[config.mk]
export PLATFORM = sky130hd
export DESIGN_NAME = ahb_master_arbiter
export DESIGN_NICKNAME = d
export VERILOG_FILES = /design/src/rtl/ahb_master_arbiter.sv
export SDC_FILE = /design/constraint.sdc
export NUM_CORES = 1
export LEC_CHECK = 0
export BUFFER_PORTS_ARGS = -buffer_cell sky130_fd_sc_hd__buf_2
export CAP_MARGIN = 20
export CORE_MARGIN = 5
export CORE_UTILIZATION = 30
export CTS_CLUSTER_DIAMETER = 200
export DETAILED_ROUTE_END_ITERATION = 8
export PLACE_DENSITY = 0.65
export SYNTH_ARGS = -nofsm -noshare
export SYNTH_HDL_FRONTEND = slang
export SYNTH_SLANG_ARGS = --single-unit
[constraint.sdc]
create_clock -name clk_i -period 2.3 [get_ports clk_i]
set_input_delay 0.115 -clock clk_i [delete_from_list [all_inputs] [get_ports clk_i]]
set_output_delay 0.115 -clock clk_i [all_outputs]
set_load 0.005 [all_outputs]
[src/rtl/ahb_master_arbiter.sv]
// ---------------------------------------------------------------------------
// ahb_master_arbiter
// Shares one AHB-Lite master port between NUM_CH requesting channels. A
// channel is granted from IDLE (or directly after a completed transfer),
// issues one NONSEQ address phase, then waits in the data phase for HREADY.
// A data-phase wait limit ends a hung transfer with an error completion.
//
// Parameters
//   NUM_CH          number of requesting channels (2..8)
//   DATA_WIDTH      AHB address and data width
//   ARB_MODE        0 = fixed priority (lowest index wins), 1 = round-robin
//   TIMEOUT_CYCLES  data-phase wait limit, 0 disables the timeout
//
// Ports
//   clk_i, reset_i        clock, asynchronous active-low reset
//   ch_req_i/write/addr/wdata/size   per-channel request payload (flat buses)
//   ch_ready_o/rdata/err  per-channel completion pulse, read data, error
//   grant_o               one-hot bus owner, 0 while idle
//   haddr_o .. hwdata_o   AHB master request signals
//   hrdata_i, hready_i, hresp_i      AHB slave response
//
// State | meaning
// ------+-------------------------------------------------------------
// IDLE  | no owner; arbitrate among requesters every cycle
// ADDR  | NONSEQ address phase of the granted channel, held until HREADY
// DATA  | data phase; completes on HREADY or on the wait-limit timeout
// ---------------------------------------------------------------------------
module ahb_master_arbiter #(
    parameter int NUM_CH         = 2,
    parameter int DATA_WIDTH     = 32,
    parameter int ARB_MODE       = 0,
    parameter int TIMEOUT_CYCLES = 16
) (
    input  logic                         clk_i,
    input  logic                         reset_i,
    input  logic [NUM_CH-1:0]            ch_req_i,
    input  logic [NUM_CH-1:0]            ch_write_i,
    input  logic [NUM_CH*DATA_WIDTH-1:0] ch_addr_i,
    input  logic [NUM_CH*DATA_WIDTH-1:0] ch_wdata_i,
    input  logic [NUM_CH*3-1:0]          ch_size_i,
    output logic [NUM_CH-1:0]            ch_ready_o,
    output logic [NUM_CH*DATA_WIDTH-1:0] ch_rdata_o,
    output logic [NUM_CH-1:0]            ch_err_o,
    output logic [NUM_CH-1:0]            grant_o,
    output logic [DATA_WIDTH-1:0]        haddr_o,
    output logic                         hwrite_o,
    output logic [2:0]                   hsize_o,
    output logic [1:0]                   htrans_o,
    output logic [DATA_WIDTH-1:0]        hwdata_o,
    input  logic [DATA_WIDTH-1:0]        hrdata_i,
    input  logic                         hready_i,
    input  logic                         hresp_i
);

    localparam int IDX_W = (NUM_CH > 1) ? $clog2(NUM_CH) : 1;
    // Wide enough to hold TIMEOUT_CYCLES itself.
    localparam int CNT_W = $clog2(TIMEOUT_CYCLES + 2);

    typedef enum logic [1:0] {
        S_IDLE = 2'd0,
        S_ADDR = 2'd1,
        S_DATA = 2'd2
    } state_t;

    state_t                 state_q;
    logic [NUM_CH-1:0]      grant_q;
    logic [IDX_W-1:0]       grant_idx_q;
    logic [IDX_W-1:0]       last_grant_q;
    logic [CNT_W-1:0]       wait_cnt_q;
    logic [DATA_WIDTH-1:0]  haddr_q;
    logic [DATA_WIDTH-1:0]  hwdata_q;
    logic                   hwrite_q;
    logic [2:0]             hsize_q;

    logic [NUM_CH-1:0]      arb_mask;
    logic                   arb_found;
    logic [IDX_W-1:0]       arb_idx;
    logic [IDX_W-1:0]       cand;
    logic                   xfer_done;
    logic                   xfer_timeout;
    logic                   take_grant;

    // Arbitration. After a completed transfer the channel just served is
    // masked out so another requester gets the bus back-to-back.
    always_comb begin
        arb_mask  = (state_q == S_DATA) ? (ch_req_i & ~grant_q) : ch_req_i;
        arb_found = 1'b0;
        arb_idx   = '0;
        cand      = '0;
        for (int i = 0; i < NUM_CH; i++) begin
            if (ARB_MODE == 1) begin
                cand = IDX_W'((int'(last_grant_q) + 1 + i) % NUM_CH);
            end else begin
                cand = IDX_W'(i);
            end
            if (!arb_found && arb_mask[cand]) begin
                arb_found = 1'b1;
                arb_idx   = cand;
            end
        end
    end

    always_comb begin
        xfer_done    = (state_q == S_DATA) && hready_i;
        xfer_timeout = (TIMEOUT_CYCLES != 0) && (state_q == S_DATA) && !hready_i &&
                       (wait_cnt_q == CNT_W'(TIMEOUT_CYCLES));
        take_grant   = arb_found && ((state_q == S_IDLE) || xfer_done);
    end

    always_ff @(posedge clk_i or negedge reset_i) begin
        if (!reset_i) begin
            state_q      <= S_IDLE;
            grant_q      <= '0;
            grant_idx_q  <= '0;
            last_grant_q <= IDX_W'(NUM_CH - 1);
            wait_cnt_q   <= '0;
            haddr_q      <= '0;
            hwdata_q     <= '0;
            hwrite_q     <= 1'b0;
            hsize_q      <= 3'b000;
        end else begin
            // Payload is captured at grant time and held for the whole transfer.
            if (take_grant) begin
                grant_q      <= {{(NUM_CH-1){1'b0}}, 1'b1} << arb_idx;
                grant_idx_q  <= arb_idx;
                last_grant_q <= arb_idx;
                haddr_q      <= ch_addr_i[int'(arb_idx)*DATA_WIDTH +: DATA_WIDTH];
                hwdata_q     <= ch_wdata_i[int'(arb_idx)*DATA_WIDTH +: DATA_WIDTH];
                hwrite_q     <= ch_write_i[arb_idx];
                hsize_q      <= ch_size_i[int'(arb_idx)*3 +: 3];
            end
            case (state_q)
                S_IDLE: begin
                    if (arb_found) begin
                        state_q <= S_ADDR;
                    end
                end
                S_ADDR: begin
                    wait_cnt_q <= '0;
                    if (hready_i) begin
                        state_q <= S_DATA;
                    end
                end
                S_DATA: begin
                    if (xfer_done) begin
                        wait_cnt_q <= '0;
                        if (arb_found) begin
                            state_q <= S_ADDR;
                        end else begin
                            state_q <= S_IDLE;
                            grant_q <= '0;
                        end
                    end else if (xfer_timeout) begin
                        wait_cnt_q <= '0;
                        state_q    <= S_IDLE;
                        grant_q    <= '0;
                    end else if (wait_cnt_q != '1) begin
                        wait_cnt_q <= wait_cnt_q + CNT_W'(1);
                    end
                end
                default: begin
                    state_q <= S_IDLE;
                    grant_q <= '0;
                end
            endcase
        end
    end

    // Completion is combinational on the HREADY cycle; only the owner's slot
    // is ever driven, so non-granted channels stay 0.
    always_comb begin
        ch_ready_o = '0;
        ch_err_o   = '0;
        ch_rdata_o = '0;
        if (xfer_done) begin
            ch_ready_o[grant_idx_q] = 1'b1;
            ch_err_o[grant_idx_q]   = hresp_i;
            if (!hwrite_q) begin
                ch_rdata_o[int'(grant_idx_q)*DATA_WIDTH +: DATA_WIDTH] = hrdata_i;
            end
        end else if (xfer_timeout) begin
            ch_ready_o[grant_idx_q] = 1'b1;
            ch_err_o[grant_idx_q]   = 1'b1;
        end
    end

    assign grant_o  = grant_q;
    assign htrans_o = (state_q == S_ADDR) ? 2'b10 : 2'b00;
    assign haddr_o  = (state_q != S_IDLE) ? haddr_q : '0;
    assign hwrite_o = (state_q != S_IDLE) ? hwrite_q : 1'b0;
    assign hsize_o  = (state_q != S_IDLE) ? hsize_q : 3'b000;
    assign hwdata_o = ((state_q == S_DATA) && hwrite_q) ? hwdata_q : '0;

endmodule

==> results of run 1 <==
-- cells in the mapped netlist, types with 2 or more instances --
| cell | number |
|---|---|
| a21oi_1 | 71 |
| a22o_1 | 2 |
| and3_1 | 33 |
| buf_2 | 8 |
| buf_4 | 9 |
| buf_6 | 8 |
| clkbuf_1 | 21 |
| dfrtp_1 | 78 |
| ha_1 | 7 |
| inv_1 | 8 |
| mux2i_1 | 70 |
| nand2_1 | 6 |
| nand2b_1 | 35 |
| nand3_1 | 6 |
| nor2_1 | 142 |
| nor2b_1 | 39 |
| o21bai_1 | 2 |
| o22ai_1 | 2 |
| o31ai_1 | 2 |
-- stage by stage --
step	instance area (um2)	hold slack [ns]	utilization [%]	instances
floorplan	4850	-0.181	-	564
global placement	6590	0.112	41.5	1058
detailed placement	6590	0.110	41.5	1058
CTS	6930	0.0522	43.6	1074
global route	6930	0.0698	43.6	1074
finish	6930	0.0684	43.6	1074
-- state kept, by name (all words and copies together), names as in the netlist --
register,count
hwdata_q,32
wait_cnt_q,5
grant_o,2
haddr_q,32
hsize_q,3
hwrite_q,1
state_q,2
grant_idx_q,1
-- worst max-delay path by stage --
stage / start / slack [ns] / to
3_5_place_dp: state_q[0] / 0.28 / haddr_q[7]
5_1_grt: state_q[0] / 0.12 / hwdata_o[25]
6_report: state_q[0] / 0.24 / hwdata_o[8]
2_1_floorplan: state_q[0] / 0.60 / grant_o[0]
4_1_cts: state_q[0] / 0.19 / hwdata_o[31]
3_3_place_gp: state_q[0] / 0.33 / grant_o[1]
-- logic make-up (layout without fill, tap and decap cells) --
kind of cell,after synthesis,count (layout),share of synthesized area [%]
simple gates,265,265,26.7
buf+inv,54,348,6.32
compound gates,88,88,10.2
flops,78,78,40.2
fa+ha+maj,7,7,1.80
mux,71,71,14.7
other cells,1,1,0.0773
-- layer usage --
layer / up-vias / track usage (%) / wire length (um)
li1: 2461 / - / -
met1: 2185 / 19.8 / 6620
met2: 207 / 29.5 / 8160
met3: 16 / 4.24 / 1510
met4: 2 / 4.82 / 209
met5: - / 0 / 13
-- tightest hold or removal path, delay by kind of cell --
kind	cells	cell delay [ns]
AOI/OAI and AO/OA	1	0.13
buffers and inverters	1	0.07
muxes	1	0.05
-- layout make-up --
class / count / area (um2) / share of cell area [%]
multi-input cells: 432 / 2620 / 37.8
flip-flops and latches: 78 / 1950 / 28.2
repair buffers: 325 / 1730 / 24.9
well taps: 216 / 270 / 3.90
clock buffers: 10 / 229 / 3.30
clock inverters: 5 / 108 / 1.55
inverters: 8 / 30.0 / 0.433
-- what timing repair did --
| item | 4_1_cts | 5_1_grt |
|---|---|---|
| hold buffers | 1 | 0 |
| endpoints found under the hold margin | 35 | 0 |
| setup endpoints to repair | 0 | 0 |
-- report_power, final --
part	total, W	switching (W)	internal [W]	leakage, nW
Sequential	0.00239	0.000346	0.00204	0.887
Clock	0.00165	0.000589	0.00106	0.163
Combinational	0.00402	0.00227	0.00176	2.87
Total	0.00806	0.00320	0.00486	3.92
-- layout by cell type, fill, tap and decap left out, types with 2 or more instances in the layout --
cell / n
buf_2: 311
nor2_1: 142
dfrtp_1: 78
a21oi_1: 71
mux2i_1: 70
nor2b_1: 39
nand2b_1: 35
and3_1: 33
clkbuf_16: 9
inv_1: 8
buf_4: 8
nand2_1: 6
nand3_1: 6
ha_1: 6
buf_12: 5
bufinv_16: 3
o21bai_1: 2
o22ai_1: 2
a22o_1: 2
o31ai_1: 2
==> qor.csv, run 1 <==
stage,metric,value,unit
critical_path,number of cells on the critical path,6,
sta,fin crit period,2.06,ns
sta,final setup violation count,0,
clock_tree,H-tree Lvls,3,
clock_tree,CTS tree,built,
global_route,vias in the first global route,4714,
global_route,largest net degree at the start of global routing,87,
power_and_ir_drop,power per standard cell area,1160,mW/mm2
critical_path,critical path endpoint category,primary output,
sta,setup_tns,0,ns
synth,#FFs+latches synth,78,
synth,Cells after Synth,564,
clock_tree,worst skew pair latency,0.34,ns
placement,I/O Buffers,312,
synth,"Seq/Total Area, Yosys",40.2,%
critical_path,Worst R2R End,haddr_q[7],
synth,Yosys top cell by area,dfrtp_1,
detailed_routing,per-cell routed wire length,15.4,um
sta,Final period util,89.7,%
cells_and_area,Fillers,1591,
worst_hold_path,HP Start,ch_size_i[5],
critical_path,Reg2Reg Setup Slack,0.28,ns
synth,Post-synth EDFFs,0,
power_and_ir_drop,Tot Pwr,0.00806,W
power_and_ir_drop,Max VDD drop,0.611,mV
synth,Synth Area per Inst,8.61,um2
detailed_routing,Routed Antenna Nets,0,
detailed_routing,Pre-antenna DRT Iters,4,
clock_tree,number of buffers created by CTS,9,
detailed_routing,DRC viols,0,
placement,Place WS,0.284,ns
critical_path,CP max stage delay,0.40,ns
critical_path,Worst R2R Start,state_q[0],
sta,Achievable Freq,485,MHz
cells_and_area,area grow syn2layout,42.8,%
clock_tree,CTS root buf,clkbuf_16,
cells_and_area,Antenna diodes,0,
clock_tree,Max Buffers Root-to-Sink,2,
detailed_routing,drt initial violations,169,
floorplanning,# IOs,314,
clock_tree,post-CTS setup repair buffer count,0,
worst_hold_path,worst-case hold path end point,hsize_q[2],
synth,Yosys cell types,34,
synth,Synth Cell Area,0.00485,mm2
critical_path,CP Launch Type,register,
floorplanning,Core ar.,0.0159,mm2
sta,Fin. Hold Viols,0,
synth,post-synth top area share,40.2,%
sta,RSZ-0062 raised after global routing,false,
synth,Area contributors post-synth,"dfrtp_1 (40%), mux2i_1 (14%), nor2_1 (11%)",
status,status,"finished, final reports clean",
critical_path,family with the most delay on the worst path,buffers and inverters,
cells_and_area,layout cell share with drive strength beyond 1,40.2,%
critical_path,Worst Path Required,2.18,ns
critical_path,Worst Path Arrival,1.95,ns
sta,Final Max Slew Viols,0,
synth,Yosys warnings,0,
worst_hold_path,HP Class,in2reg,
clock_tree,clk sink count,78,
power_and_ir_drop,LEAKAGE,3.92,nW
synth,main flop type after synthesis,dfrtp_1,
critical_path,Critical-path top delay cell,dfrtp_1,
clock_tree,"Clk pin slew, worst setup/hold paths",0.07,ns
floorplanning,die area,0.0188,mm2
floorplanning,Vert. Die Dim,137,um
critical_path,"Critical Path, Cell by Cell",inv_1 -> ha_1 -> buf_4 -> buf_4 -> and3_1 -> buf_2,
critical_path,crit path buf inv count,4,
synth,Mapped Nets,745,
detailed_routing,DR vias/cell,4.54,
floorplanning,row cnt,46,
placement,routability cong.,0.828,
synth,async set or reset register ratio after synthesis,100,%
global_route,gr usage total,16.6,%
cells_and_area,final net count,1035,
global_route,global route overflow,0,
global_route,initial antenna violation count,1,
detailed_routing,DRT Wirelength,16500,um
floorplanning,starting density of the core,30.6,%
sta,Fin Clk Skew,0.00754,ns
critical_path,Setup CP Type,reg2out,
job,max cap viols,0,
critical_path,worst-path maximum fanout,29,
global_route,first-pass GRT wire length,24600,um
placement,Final HPWL DP,12600,um
sta,setup ws final,0.237,ns
critical_path,CP dominant cell by count,buf_4,
critical_path,Reg2Reg Depth,8,
clock_tree,PostCTS Resize Cnt,0,
detailed_routing,via count,4871,
floorplanning,Die W,137,um
worst_hold_path,Worst Hold Depth,3,
No activity file was read; power rests on OpenSTA's default activity.
==> run 2, diff against run 1 <==
--- a/config.mk
+++ b/config.mk
@@ -11,7 +11,7 @@
 export CORE_UTILIZATION = 30
 export CTS_CLUSTER_DIAMETER = 200
 export DETAILED_ROUTE_END_ITERATION = 8
-export PLACE_DENSITY = 0.65
+export PLACE_DENSITY = 0.67
 export SYNTH_ARGS = -nofsm -noshare
 export SYNTH_HDL_FRONTEND = slang
 export SYNTH_SLANG_ARGS = --single-unit
==> qor.csv, run 2 (synthesis gave the netlist of run 1 again) <==
stage,metric,value,unit,change
detailed_routing,uppermost layer routed,met4,,
placement,Place WS,0.220,ns,-0.0641 ns
sta,Worst Max-Slew Pin Slew,0.502,ns,
cells_and_area,Finished Layout Cells,1076,,+0.19%
sta,Fin. Hold Viols,0,,unchanged
clock_tree,number of buffers created by CTS,9,,unchanged
detailed_routing,DRT Wirelength,16400,um,-0.53%
sta,Max transition margin,66.5,%,
clock_tree,worst skew pair latency,0.34,ns,about the same
floorplanning,starting density of the core,30.6,%,unchanged
sta,Final Max Slew Viols,0,,unchanged
cells_and_area,final net count,1037,,+0.19%
floorplanning,Core ar.,0.0159,mm2,unchanged
status,status,"finished, final reports clean",,
cells_and_area,Fillers,1607,,+1.0%
placement,routability cong.,0.821,,-0.82%
placement,Final HPWL DP,12700,um,+0.36%
detailed_routing,via count,4859,,-0.25%
global_route,initial antenna violation count,1,,unchanged
global_route,gr usage total,16.4,%,-0.25 points
clock_tree,clk sink count,78,,unchanged
global_route,first-pass GRT wire length,24200,um,-1.9%
sta,RSZ-0062 raised after global routing,false,,
worst_hold_path,HP Class,in2reg,,
cells_and_area,layout cell share with drive strength beyond 1,40.3,%,+0.14 points
detailed_routing,M1 WL,6490,um,-1.8%
critical_path,worst-path maximum fanout,33,,+14%
clock_tree,post-CTS setup repair buffer count,0,,unchanged
cells_and_area,biggest regs,"haddr_q (32), hwdata_q (32), wait_cnt_q (5)",,
cells_and_area,area grow syn2layout,42.3,%,
sta,Final period util,90.8,%,+1.1 points
job,max cap viols,0,,unchanged
global_route,global route overflow,0,,unchanged
placement,dpl cells,1060,,+0.19%
critical_path,CP Launch Type,register,,
sta,Fin Clk Skew,0.0106,ns,+0.00308 ns
clock_tree,CTS tree,built,,
floorplanning,Die W,137,um,unchanged
critical_path,Worst R2R Start,state_q[0],,
clock_tree,Max Buffers Root-to-Sink,2,,unchanged
global_route,largest net degree at the start of global routing,72,,-17%
critical_path,critical path launch point,state_q[0],,
worst_hold_path,HP Start,ch_wdata_i[53],,
clock_tree,"Clk pin slew, worst setup/hold paths",0.07,ns,about the same
sta,final setup violation count,0,,unchanged
clock_tree,CTS root buf,clkbuf_16,,
critical_path,Worst Path Arrival,2.30,ns,+0.35 ns
placement,I/O Buffers,312,,unchanged
floorplanning,Vert. Die Dim,137,um,unchanged
cells_and_area,Antenna diodes,0,,unchanged
detailed_routing,drt initial violations,163,,-3.6%
floorplanning,die area,0.0188,mm2,unchanged
detailed_routing,routed wl met2,8040,um,-1.5%
cells_and_area,"most common cell after layout, fill and taps aside",buf_2,,
sta,fin crit period,2.09,ns,+0.0249 ns
floorplanning,row cnt,46,,unchanged
floorplanning,# IOs,314,,unchanged
clock_tree,H-tree Lvls,3,,unchanged
critical_path,critical path endpoint category,register,,
detailed_routing,met3 routed WL,1640,um,+8.1%
detailed_routing,DR vias/cell,4.52,,-0.43%
detailed_routing,DRC viols,0,,unchanged
critical_path,Setup CP Type,reg2reg,,
detailed_routing,per-cell routed wire length,15.3,um,-0.72%
sta,Achievable Freq,479,MHz,-1.2%
sta,setup_tns,0,ns,unchanged
sta,setup ws final,0.212,ns,-0.0249 ns
power_and_ir_drop,power per standard cell area,1130,mW/mm2,-2.6%
detailed_routing,Pre-antenna DRT Iters,4,,unchanged
global_route,vias in the first global route,4651,,-1.3%
critical_path,Worst Path Required,2.51,ns,+0.33 ns
power_and_ir_drop,LEAKAGE,3.91,nW,-0.18%
cells_and_area,most frequent cells in the layout,"buf_2 (311), nor2_1 (142), dfrtp_1 (78)",,
clock_tree,PostCTS Resize Cnt,0,,unchanged
detailed_routing,Routed Antenna Nets,0,,unchanged
power_and_ir_drop,Max VDD drop,0.621,mV,+1.7%
run 2: cell count changes in the layout (fill, tap and decap cells not counted):
cell and change:
ha_2 -1, clkinvlp_4 +1, clkinv_2 +1, clkbuf_8 +1, ha_1 +1, buf_4 +2
inv_6 -1, clkinv_4 +1, bufinv_16 -2, clkbuf_1 -1
run 2: final cells by class:
| class | instances | area [um2] | area share [%] |
|---|---|---|---|
| clock buffer | 10 | 239 | 3.46 |
| inverter | 8 | 30.0 | 0.435 |
| clock inverter | 5 | 60.1 | 0.869 |
| sequential | 78 | 1950 | 28.3 |
| multi-input combinational | 432 | 2620 | 37.9 |
| timing repair buffer | 327 | 1740 | 25.2 |
| tap | 216 | 270 | 3.91 |
run 2: repair_timing:
| action | 4_1_cts | 5_1_grt |
|---|---|---|
| endpoints found under the hold margin | 34 | 0 |
| endpoints found under the setup margin | 0 | 0 |
| hold buffers | 1 | 0 |
run 2: metrics by stage:
| step | hold WS, ns | utilization, % | total power (W) | instance area, um2 |
|---|---|---|---|---|
| floorplan | -0.181 | - | 0.00498 | 4850 |
| global placement | 0.117 | 41.5 | 0.00638 | 6600 |
| detailed placement | 0.115 | 41.5 | 0.00644 | 6600 |
| CTS | 0.0535 | 43.5 | 0.00793 | 6910 |
| global route | 0.0670 | 43.5 | 0.00848 | 6910 |
| finish | 0.0707 | 43.5 | 0.00782 | 6910 |
run 2: worst paths after layout:
| path | to | cells after the start | slack (ns) |
|---|---|---|---|
| setup / recovery | hwdata_q[9] | 7 | 0.21 |
| hold / removal | hwdata_q[21] | 3 | 0.07 |
| setup reg to reg | hwdata_q[9] | 7 | 0.21 |
| hold reg to reg | haddr_q[25] | 2 | 0.52 |
| max in group asynchronous | wait_cnt_q[4] | 3 | 1.39 |
| min in group asynchronous | haddr_q[0] | 2 | 0.27 |
run 2: routing by layer:
layer	GRT usage, %	up-vias
li1	-	2469
met1	19.4	2153
met2	28.7	220
met3	5.04	17
met4	4.43	0
met5	0	-
run 2: power by group:
part	switching (W)	internal, W	total (W)
sequential	0.000342	0.00204	0.00238
clock	0.000576	0.000866	0.00144
combinational	0.00227	0.00172	0.00399
total	0.00319	0.00463	0.00782
run 2: critical path, stage by stage (launching register included):
cell and delay, ns:
dfrtp_1 0.40, inv_1 0.11, ha_1 0.30, nand2_1 0.10, a221o_4 0.50, buf_12 0.23, mux2i_1 0.18, a21oi_1 0.09
==> run 3, diff against run 2 <==
--- a/config.mk
+++ b/config.mk
@@ -11,7 +11,8 @@
 export CORE_UTILIZATION = 30
 export CTS_CLUSTER_DIAMETER = 200
 export DETAILED_ROUTE_END_ITERATION = 8
-export PLACE_DENSITY = 0.67
+export HOLD_SLACK_MARGIN = 0.03
+export PLACE_DENSITY = 0.69
 export SYNTH_ARGS = -nofsm -noshare
 export SYNTH_HDL_FRONTEND = slang
 export SYNTH_SLANG_ARGS = --single-unit
==> constraint.sdc (replaced) <==
create_clock -name clk_i -period 1.7 [get_ports clk_i]
set_input_delay 0.085 -clock clk_i [delete_from_list [all_inputs] [get_ports clk_i]]
set_output_delay 0.085 -clock clk_i [all_outputs]
set_load 0.005 [all_outputs]
==> qor.csv, run 3 (synthesis gave the netlist of run 1 again) <==
stage,metric,value,unit,change
sta,RSZ-0062 raised after global routing,true,,
clock_tree,CTS root buf,clkbuf_16,,
sta,Final Max Slew Viols,0,,unchanged
clock_tree,number of buffers created by CTS,9,,unchanged
critical_path,CP Launch Type,register,,
floorplanning,row cnt,46,,unchanged
floorplanning,# IOs,314,,unchanged
cells_and_area,Finished Layout Cells,1149,,+6.8%
placement,Final HPWL DP,13600,um,+7.6%
job,max cap viols,0,,unchanged
status,failing checks,setup timing,,
cells_and_area,biggest regs,"haddr_q (32), hwdata_q (32), wait_cnt_q (5)",,
clock_tree,clk sink count,78,,unchanged
cells_and_area,multi-input logic area,0.00305,mm2,+17%
worst_hold_path,HP Class,in2reg,,
global_route,first-pass GRT wire length,29500,um,+22%
power_and_ir_drop,Clock power frac,14.0,%,-4.4 points
detailed_routing,via count,5538,,+14%
critical_path,Worst Path Required,1.92,ns,-0.59 ns
clock_tree,"Clk pin slew, worst setup/hold paths",0.07,ns,about the same
floorplanning,starting density of the core,30.6,%,unchanged
cells_and_area,Fillers,1428,,-11%
detailed_routing,DRT Wirelength,21900,um,+33%
status,status,finished with violations,,
global_route,gr usage total,20.4,%,+4.0 points
sta,final setup violation count,146,,+146
cells_and_area,area grow syn2layout,76.6,%,
power_and_ir_drop,Seq pwr share,22.5,%,-8.0 points
critical_path,Worst Path Arrival,2.09,ns,-0.21 ns
sta,fin crit period,1.87,ns,-0.222 ns
placement,Place WS,-0.156,ns,-0.375 ns
critical_path,Setup CP Type,reg2reg,,
sta,Final period util,110,%,+19 points
power_and_ir_drop,Max VDD drop,1.01,mV,+63%
sta,Fin Clk Skew,0.0127,ns,+0.00207 ns
floorplanning,Die W,137,um,unchanged
detailed_routing,drt initial violations,184,,+13%
critical_path,worst-path maximum fanout,37,,+12%
power_and_ir_drop,power per standard cell area,1690,mW/mm2,+49%
global_route,vias in the first global route,5460,,+17%
placement,I/O Buffers,312,,unchanged
cells_and_area,Register Area,0.00196,mm2,+0.19%
floorplanning,die area,0.0188,mm2,unchanged
sta,Hold WS,0.0399,ns,-0.0307 ns
clock_tree,CTS tree,built,,
detailed_routing,Routed Antenna Nets,0,,unchanged
detailed_routing,DRC viols,0,,unchanged
power_and_ir_drop,Comb pwr share,63.5,%,+12 points
cells_and_area,most frequent cells in the layout,"buf_2 (302), nor2_1 (110), dfrtp_1 (77)",,
clock_tree,H-tree Lvls,3,,unchanged
cells_and_area,final net count,1106,,+6.7%
placement,routability cong.,0.812,,-1.1%
power_and_ir_drop,Sw Ratio,39.6,%,-1.2 points
detailed_routing,Pre-antenna DRT Iters,4,,unchanged
cells_and_area,layout cell share with drive strength beyond 1,52.4,%,+12 points
global_route,largest net degree at the start of global routing,53,,-26%
cells_and_area,"most common cell after layout, fill and taps aside",buf_2,,
detailed_routing,per-cell routed wire length,19.1,um,+25%
sta,Achievable Freq,536,MHz,+12%
sta,Fin. Hold Viols,0,,unchanged
sta,setup ws final,-0.166,ns,-0.378 ns
critical_path,critical path endpoint category,register,,
cells_and_area,Final Util,53.9,%,+10 points
clock_tree,worst skew pair latency,0.35,ns,about the same
floorplanning,Vert. Die Dim,137,um,unchanged
power_and_ir_drop,Internal Pwr Total,0.00876,W,+89%
power_and_ir_drop,LEAKAGE,4.46,nW,+14%
clock_tree,Max Buffers Root-to-Sink,2,,unchanged
power_and_ir_drop,P_sw,0.00573,W,+80%
global_route,initial antenna violation count,5,,+4
floorplanning,Core ar.,0.0159,mm2,unchanged
global_route,global route overflow,0,,unchanged
detailed_routing,DR vias/cell,4.82,,+6.7%
placement,dpl cells,1068,,+0.75%
[run 3: cell types whose count changed in the layout (fill, tap and decap cells not counted), sizes merged]
cell,change
diode,+3
buf,+44
dlygate4sd3,+16
inv,+2
bufbuf,+1
clkinvlp,+2
clkbuf,+7
clkinv,-2
[run 3: path summary, 6_finish.rpt]
kind,startpoint,end,cells after the start,slack [ns]
max in group asynchronous,reset_i,hwdata_q[12],3,0.87
worst min register to register,haddr_q[22],haddr_q[22],2,0.52
worst min-delay path,ch_wdata_i[38],hwdata_q[6],3,0.04
worst max register to register,state_q[0],hwdata_q[2],7,-0.17
min in group asynchronous,reset_i,haddr_q[16],2,0.21
worst max-delay path,state_q[0],hwdata_q[2],7,-0.17
[run 3: power groups by stage]
stage	combinational, W	sequential, W	clock [W]
after global routing	0.00988	0.00338	0.00217
after detailed placement	0.00575	0.00329	0
after global placement	0.00565	0.00328	0
after floorplan	0.00364	0.00310	0
final	0.00920	0.00326	0.00203
after CTS	0.00792	0.00329	0.00207
[run 3: critical path, stage by stage (launching register included)]
cell,delay [ns]
dfrtp_1,0.39
inv_2,0.08
ha_4,0.17
nand2_2,0.06
a221o_4,0.45
buf_12,0.22
mux2i_2,0.24
a21oi_1,0.09
[run 3: repair_timing]
| item | in CTS | in global routing |
|---|---|---|
| gates cloned | 13 | 10 |
| pin swaps | 11 | 12 |
| gates resized for setup | 55 | 105 |
| setup endpoints to repair | 206 | 201 |
| endpoints found under the hold margin | 36 | 0 |
| hold buffers | 17 | 0 |
| buffers inserted | 12 | 16 |
[run 3: per-stage QoR]
stage / cell area [um2] / power (W) / setup TNS, ns
floorplan: 4860 / 0.00674 / 0
global placement: 6710 / 0.00893 / -4.73
detailed placement: 6710 / 0.00904 / -8.55
CTS: 7900 / 0.0133 / -10.05
global route: 8570 / 0.0154 / -21.50
finish: 8570 / 0.0145 / -9.17
[run 3: cell type report]
class,count,area share (%)
Clock buffer,9,2.63
Multi-Input combinational cell,432,35.6
Sequential cell,78,22.8
Inverter,8,0.380
Antenna cell,3,0.0876
Tap cell,216,3.15
Clock inverter,7,0.949
Timing Repair Buffer,396,34.4
[run 3: metal layers]
layer / part of all wire, % / GRT usage (%) / vias to the layer above / wire, um
met2: 53 / 38.9 / 238 / 11600
met3: 7.2 / 4.71 / 37 / 1580
li1: - / - / 2628 / -
met4: 3.3 / 6.26 / 2 / 731
met1: 37 / 22.1 / 2633 / 8010
met5: 0.059 / 0 / - / 13
